<file path="config.mk">
export PLATFORM = sky130hd
export DESIGN_NAME = execute_stage
export DESIGN_NICKNAME = d
export VERILOG_FILES = /design/src/rtl/riscv_pkg.sv /design/src/rtl/iter_multiplier.sv /design/src/rtl/execute_stage.sv
export SDC_FILE = /design/constraint.sdc
export NUM_CORES = 1
export LEC_CHECK = 0
export CAP_MARGIN = 20
export CORE_ASPECT_RATIO = 0.75
export CORE_MARGIN = 5
export CORE_UTILIZATION = 30
export DETAILED_ROUTE_END_ITERATION = 10
export GPL_TIMING_DRIVEN = 0
export PLACE_DENSITY_LB_ADDON = 0.08
export SYNTH_ARGS = -nofsm -noshare
export SYNTH_HDL_FRONTEND = slang
export SYNTH_SLANG_ARGS = --single-unit
</file>
<file path="constraint.sdc">
create_clock -name clk -period 11.6 [get_ports clk]
set_clock_uncertainty 0.15 [all_clocks]
set_input_delay 2.32 -clock clk [delete_from_list [all_inputs] [get_ports clk]]
set_output_delay 2.32 -clock clk [all_outputs]
set_load 0.05 [all_outputs]
</file>
<file path="src/rtl/riscv_pkg.sv">
// rtl/riscv_pkg.sv - shared types and constants for the execute stage
package riscv_pkg;

  localparam int XLEN = 32;

  typedef enum logic [3:0] {
    ALU_ADD = 4'b0000,
    ALU_SUB = 4'b0001,
    ALU_AND = 4'b0010,
    ALU_OR  = 4'b0011,
    ALU_XOR = 4'b0100,
    ALU_SLT = 4'b0101,
    ALU_SLL = 4'b0110,
    ALU_SRL = 4'b0111,
    ALU_MUL = 4'b1000
  } alu_op_t;

  localparam logic [1:0] FWD_REG = 2'b00;
  localparam logic [1:0] FWD_WB  = 2'b01;
  localparam logic [1:0] FWD_MEM = 2'b10;

  typedef enum logic [1:0] {
    MUL_IDLE = 2'b00,
    MUL_BUSY = 2'b01,
    MUL_DONE = 2'b10
  } mul_state_t;

  // Unused encoding 11 falls back to the register operand.
  function automatic logic [XLEN-1:0] fwd_mux(input logic [1:0]      sel,
                                              input logic [XLEN-1:0] reg_val,
                                              input logic [XLEN-1:0] wb_val,
                                              input logic [XLEN-1:0] mem_val);
    case (sel)
      FWD_WB:  return wb_val;
      FWD_MEM: return mem_val;
      default: return reg_val;
    endcase
  endfunction

endpackage

</file>
<file path="src/rtl/iter_multiplier.sv">
// rtl/iter_multiplier.sv - 32-iteration shift-add multiplier, low XLEN bits of the product
module iter_multiplier
  import riscv_pkg::*;
(
  input  logic            clk,
  input  logic            rst_n,
  input  logic            start,
  input  logic [XLEN-1:0] op_a,
  input  logic [XLEN-1:0] op_b,
  output logic            busy,
  output logic            done,
  output logic [XLEN-1:0] product
);

  logic [XLEN-1:0] mcand;
  logic [XLEN-1:0] mplier;
  logic [XLEN-1:0] acc;
  logic [4:0]      count;

  always_ff @(posedge clk or negedge rst_n) begin
    if (!rst_n) begin
      busy   <= 1'b0;
      count  <= 5'd0;
      mcand  <= '0;
      mplier <= '0;
      acc    <= '0;
    end else if (start && !busy) begin
      mcand  <= op_a;
      mplier <= op_b;
      acc    <= '0;
      count  <= 5'd0;
      busy   <= 1'b1;
    end else if (busy) begin
      if (mplier[0]) begin
        acc <= acc + mcand;
      end
      mcand  <= mcand << 1;
      mplier <= mplier >> 1;
      count  <= count + 5'd1;
      if (count == 5'd31) begin
        busy <= 1'b0;
      end
    end
  end

  // High during the final iteration; product is complete after that edge.
  assign done    = busy && (count == 5'd31);
  assign product = acc;

endmodule

</file>
<file path="src/rtl/execute_stage.sv">
// rtl/execute_stage.sv - RV32 execute stage with EX/MEM register
// Optional iterative multiplier enabled by defining MUL_EN.
module execute_stage
  import riscv_pkg::*;
(
  input  logic        clk,
  input  logic        rst_n,
  input  logic [31:0] rd1_e,
  input  logic [31:0] rd2_e,
  input  logic [31:0] imm_ext_e,
  input  logic [31:0] pc_e,
  input  logic [31:0] pc_plus4_e,
  input  logic [4:0]  rd_e,
  input  logic        reg_write_e,
  input  logic        mem_write_e,
  input  logic        jump_e,
  input  logic        branch_e,
  input  logic        alu_src_e,
  input  logic [1:0]  result_src_e,
  input  logic [3:0]  alu_control_e,
  input  logic [1:0]  forward_a_e,
  input  logic [1:0]  forward_b_e,
  input  logic [31:0] result_w,
  output logic [4:0]  rd_m,
  output logic [31:0] alu_result_m,
  output logic [31:0] write_data_m,
  output logic [31:0] pc_plus4_m,
  output logic        reg_write_m,
  output logic [1:0]  result_src_m,
  output logic        mem_write_m,
  output logic        pc_src_e,
  output logic [31:0] pc_target_e,
  output logic        stall_e
);

  logic [XLEN-1:0] src_a;
  logic [XLEN-1:0] src_b;
  logic [XLEN-1:0] write_data;
  logic [XLEN-1:0] alu_out;
  logic            zero;
  alu_op_t         alu_op;

  logic [4:0]      nxt_rd;
  logic [XLEN-1:0] nxt_alu;
  logic [XLEN-1:0] nxt_wd;
  logic [XLEN-1:0] nxt_pcp4;
  logic            nxt_rw;
  logic [1:0]      nxt_rsrc;
  logic            nxt_mw;

  assign src_a      = fwd_mux(forward_a_e, rd1_e, result_w, alu_result_m);
  assign write_data = fwd_mux(forward_b_e, rd2_e, result_w, alu_result_m);
  assign src_b      = alu_src_e ? imm_ext_e : write_data;
  assign alu_op     = alu_op_t'(alu_control_e);

  // Multiply is never produced here; the iterative unit supplies it (or it reads 0).
  always_comb begin
    alu_out = '0;
    case (alu_op)
      ALU_ADD: alu_out = src_a + src_b;
      ALU_SUB: alu_out = src_a - src_b;
      ALU_AND: alu_out = src_a & src_b;
      ALU_OR:  alu_out = src_a | src_b;
      ALU_XOR: alu_out = src_a ^ src_b;
      ALU_SLT: alu_out = {{(XLEN-1){1'b0}}, ($signed(src_a) < $signed(src_b))};
      ALU_SLL: alu_out = src_a << src_b[4:0];
      ALU_SRL: alu_out = src_a >> src_b[4:0];
      default: alu_out = '0;
    endcase
  end

  assign zero        = (alu_out == '0);
  assign pc_src_e    = jump_e | (branch_e & zero);
  assign pc_target_e = pc_e + imm_ext_e;

`ifdef MUL_EN
  mul_state_t      state;
  mul_state_t      state_nxt;
  logic            is_mul;
  logic            mul_start;
  logic            mul_busy;
  logic            mul_done;
  logic            stall_raw;
  logic            bubble;
  logic [XLEN-1:0] mul_product;
  logic [4:0]      hold_rd;
  logic [XLEN-1:0] hold_wd;
  logic [XLEN-1:0] hold_pcp4;
  logic            hold_rw;
  logic [1:0]      hold_rsrc;
  logic            hold_mw;

  assign is_mul = (alu_op == ALU_MUL);

  always_ff @(posedge clk or negedge rst_n) begin
    if (!rst_n) begin
      state <= MUL_IDLE;
    end else begin
      state <= state_nxt;
    end
  end

  always_comb begin
    state_nxt = state;
    mul_start = 1'b0;
    stall_raw = 1'b0;
    case (state)
      MUL_IDLE: begin
        if (is_mul) begin
          mul_start = 1'b1;
          stall_raw = 1'b1;
          state_nxt = MUL_BUSY;
        end
      end
      MUL_BUSY: begin
        stall_raw = 1'b1;
        if (mul_done || !mul_busy) begin
          state_nxt = MUL_DONE;
        end
      end
      MUL_DONE: state_nxt = MUL_IDLE;
      default:  state_nxt = MUL_IDLE;
    endcase
  end

  // Held mul inputs could otherwise raise stall while reset is asserted.
  assign stall_e = rst_n & stall_raw;
  assign bubble  = mul_start || (state == MUL_BUSY);

  iter_multiplier u_mul (
    .clk     (clk),
    .rst_n   (rst_n),
    .start   (mul_start),
    .op_a    (src_a),
    .op_b    (src_b),
    .busy    (mul_busy),
    .done    (mul_done),
    .product (mul_product)
  );

  // Controls and store data are frozen at issue so forwarding churn cannot leak in.
  always_ff @(posedge clk or negedge rst_n) begin
    if (!rst_n) begin
      hold_rd   <= '0;
      hold_wd   <= '0;
      hold_pcp4 <= '0;
      hold_rw   <= 1'b0;
      hold_rsrc <= '0;
      hold_mw   <= 1'b0;
    end else if (mul_start) begin
      hold_rd   <= rd_e;
      hold_wd   <= write_data;
      hold_pcp4 <= pc_plus4_e;
      hold_rw   <= reg_write_e;
      hold_rsrc <= result_src_e;
      hold_mw   <= mem_write_e;
    end
  end
`else
  assign stall_e = 1'b0;
`endif

  always_comb begin
    nxt_rd   = rd_e;
    nxt_alu  = alu_out;
    nxt_wd   = write_data;
    nxt_pcp4 = pc_plus4_e;
    nxt_rw   = reg_write_e;
    nxt_rsrc = result_src_e;
    nxt_mw   = mem_write_e;
`ifdef MUL_EN
    if (bubble) begin
      nxt_rd   = '0;
      nxt_alu  = '0;
      nxt_wd   = '0;
      nxt_pcp4 = '0;
      nxt_rw   = 1'b0;
      nxt_rsrc = '0;
      nxt_mw   = 1'b0;
    end else if (state == MUL_DONE) begin
      nxt_rd   = hold_rd;
      nxt_alu  = mul_product;
      nxt_wd   = hold_wd;
      nxt_pcp4 = hold_pcp4;
      nxt_rw   = hold_rw;
      nxt_rsrc = hold_rsrc;
      nxt_mw   = hold_mw;
    end
`endif
  end

  always_ff @(posedge clk or negedge rst_n) begin
    if (!rst_n) begin
      rd_m         <= '0;
      alu_result_m <= '0;
      write_data_m <= '0;
      pc_plus4_m   <= '0;
      reg_write_m  <= 1'b0;
      result_src_m <= '0;
      mem_write_m  <= 1'b0;
    end else begin
      rd_m         <= nxt_rd;
      alu_result_m <= nxt_alu;
      write_data_m <= nxt_wd;
      pc_plus4_m   <= nxt_pcp4;
      reg_write_m  <= nxt_rw;
      result_src_m <= nxt_rsrc;
      mem_write_m  <= nxt_mw;
    end
  end

endmodule

</file>
==> results.py <==
metrics = {
    "worst_setup_path": {
        "cpPeakStageDelay_ps": 550,
        "crit_family": "simple AND/OR/NAND/NOR gates",
        "timing.critical_path.slowest_stage_cell": "or4b_1",
        "critPathBufInv": 9,
        "crit_path_start_kind": "primary input",
        "end_kind": "primary output",
        "crit_fanout": 19,
        "crit_required_ps": 9130,
        "worst-path-stages": 26,
        "critPathKind": "primary input to primary output",
        "r2r_cells": 18,
        "crit_arrival_ps": 9050,
    },
    "place": {
        "place_congestion": 1.038,
        "dp_hpwl_mm": 77.01,
        "placed_area_um2": 18610,
        "dp_slack_ps": -3208,
        "portBuffers": 351,
    },
    "die": {
        "num_io_pins": 353,
        "dieArea_um2": 51910,
        "initial_core_util": 0.3017,
        "die_y_um": 198.6,
        "rows": 69,
        "die_x_um": 261.4,
        "core_um2": 47140,
    },
    "sta": {
        "fmax_ghz": 0.08680,
        "period_minus_slack_ps": 11520,
        "max_slew_margin": 0.1595,
        "setup_ws_ps": 79.33,
        "setup_viol": 0,
        "tightest_slew_ps": 1261,
        "drv_slew": 0,
        "hold_ws_ps": 511.8,
        "min_period_over_period": 0.9932,
        "hold_viol": 0,
    },
    "logic_synthesis": {
        "ys_ff_latch": 105,
        "synth_ff_type": "dfrtp_1",
        "synth_area_um2": 14220,
        "synth_top_area_frac": 0.1847,
        "ys_types": 91,
        "postSynthCellCount": 1909,
        "synthArstFlopShare": 1.000,
        "syn_nets": 2258,
        "synth_area_leaders": "dfrtp_1, ha_1, mux2i_1",
        "synth_edf_count": 0,
        "yosysSeqAreaShare": 0.1847,
        "avgSynthCellArea_um2": 7.450,
        "yosys.area.top_type": "dfrtp_1",
        "yosysWarnings": 0,
    },
    "global_routing": {
        "grt_pass1_wl_mm": 126.9,
        "first_global_vias": 16940,
        "antenna_found_initial": 9,
        "grt_max_degree": 65,
        "grt.total_usage": 0.3367,
        "overflow": 0,
    },
    "clocking": {
        "cts_tree": "built",
        "postCtsHoldBufs": 0,
        "clk_latency_ps": 370,
        "cts.path.max_buffers": 2,
        "clk_pin_slew_ps": 80,
        "ctsRootBufferMaster": "clkbuf_16",
        "cts_buffers": 9,
        "numClockSinks": 105,
        "cts_htree_levels": 3,
    },
    "detailed_routing": {
        "routedWlPerCell_um": 30.90,
        "vias": 17800,
        "initialDrtViolationCount": 2046,
        "drt-total-wl_mm": 90.70,
        "first_pass_iters": 6,
        "drc": 0,
        "via_per_inst": 6.064,
        "ant_nets": 0,
    },
    "hold_path": {
        "hold_depth": 2,
        "min_path_type": "register to register",
    },
    "power": {
        "p_int_mw": 1.190,
        "pwr_density_cell_nw_per_um2": 131.4,
        "netSwitchingFraction": 0.5389,
        "combPwrFrac": 0.694,
        "clkPwrFrac": 0.134,
        "p_switching_mw": 1.391,
        "p_seq_frac": 0.172,
        "power_leakage_nw": 8.269,
        "ir_worst_vdd_mv": 0.06771,
    },
    "layout": {
        "drive_above_1_share": 0.08984,
        "design_area_um2": 19650,
        "final_common_cell": "clkdlybuf4s50_1",
        "syn_to_final_growth_pct": 38.16,
        "most-common-layout-cells": "clkdlybuf4s50_1, nor2_1, nand2_1, inv_1, ha_1",
        "finish.utilization": 0.4169,
        "final_nets": 2637,
    },
    "job": {
        "maxCapViolCount": 0,
    },
    "outcome": {
        "status": "complete, no violations",
    },
}
## per-stage QoR
stage	cells	power, mW	setup TNS, ps
6_report	2935	2.582	0
5_1_grt	2934	2.684	-100.4
4_1_cts	2932	2.509	0
3_5_place_dp	2906	2.102	-3208
3_3_place_gp	2899	2.103	-3276
2_1_floorplan	1909	1.442	0
## layer usage
metal | track usage | up-vias | part of all wire
li1 | - | 7855 | -
met1 | 0.4922 | 8820 | 0.45
met3 | 0.08046 | 131 | 0.099
met4 | 0.08677 | 6 | 0.028
met2 | 0.4977 | 987 | 0.42
met5 | 0 | - | 0.00045
## power groups by stage
stage / clock (mW) / sequential, mW / combinational [mW]
6_report: 0.346 / 0.444 / 1.79
3_3_place_gp: 0 / 0.449 / 1.65
5_1_grt: 0.370 / 0.447 / 1.87
4_1_cts: 0.356 / 0.443 / 1.71
3_5_place_dp: 0 / 0.449 / 1.65
2_1_floorplan: 0 / 0.601 / 0.842
## registers in the layout, indices dropped and copies added (netlist names)
name,count
reg_write_m,1
mem_write_m,1
alu_result_m,32
write_data_m,32
pc_plus4_m,32
rd_m,5
result_src_m,2
## cell families (layout without fill, tap and decap cells)
| logic type | Yosys count | count (layout) | share of synthesized area |
|---|---|---|---|
| fa+ha+maj | 135 | 135 | 0.1203 |
| simple gates | 574 | 574 | 0.1873 |
| flops | 105 | 105 | 0.1847 |
| xor+xnor | 41 | 41 | 0.02525 |
| mux | 98 | 98 | 0.07187 |
| compound gates | 691 | 691 | 0.3305 |
| buf+inv | 264 | 648 | 0.07971 |
| other cells | 1 | 4 | 0.0002637 |
## Yosys cell counts, types with 19 or more instances
library cell  count
o211ai_1         24
a21o_1           19
nand3_1          31
inv_1           137
a221o_1          21
a22oi_1          68
nor3_1           48
xnor2_1          34
nor2_1          190
o31ai_1          20
nor2b_1          27
ha_1            132
mux2i_1          87
a211oi_1         26
clkbuf_1         74
a221oi_1         30
o221ai_1         20
buf_2            23
o21ai_0         134
dfrtp_1         105
a21oi_1         130
nand2_1         162
o22ai_1          49
## worst reg2reg max path, delay by kind of cell, from the launching register on
kind	cells	cell delay, ps
adder cells (fa/ha/maj)	1	280
AO/OA/AOI/OAI	9	3240
flip-flops	1	420
buffers and inverters	6	1080
AND/OR/NAND/NOR	2	310
## final cells by class
| type | instances | area (µm²) |
|---|---|---|
| antenna | 3 | 7.507 |
| sequential | 105 | 2628 |
| inverter | 142 | 556.8 |
| clock buffer | 10 | 229.0 |
| tap | 639 | 799.5 |
| multi-input combinational | 1540 | 10930 |
| fill | 4990 | 27490 |
| timing repair buffer | 378 | 3731 |
| clock inverter | 6 | 90.09 |
| buffer | 112 | 681.9 |
## repair_timing
item / in CTS / in global routing
pin swaps: 15 / 18
gates resized for setup: 105 / 80
cloned: 0 / 1
setup endpoints to repair: 1 / 1
setup buffers: 12 / 6
## worst paths after layout
path | startpoint | end | slack, ps
worst min register to register | alu_result_m[4] | write_data_m[4] | 510
worst max register to register | alu_result_m[1] | alu_result_m[29] | 5940
min in group asynchronous | rst_n | rd_m[3] | 1790
worst min-delay path | alu_result_m[4] | write_data_m[4] | 510
max in group asynchronous | rst_n | write_data_m[30] | 8720
worst max-delay path | forward_b_e[0] | pc_src_e | 80
(Power assumes the default switching activity.)
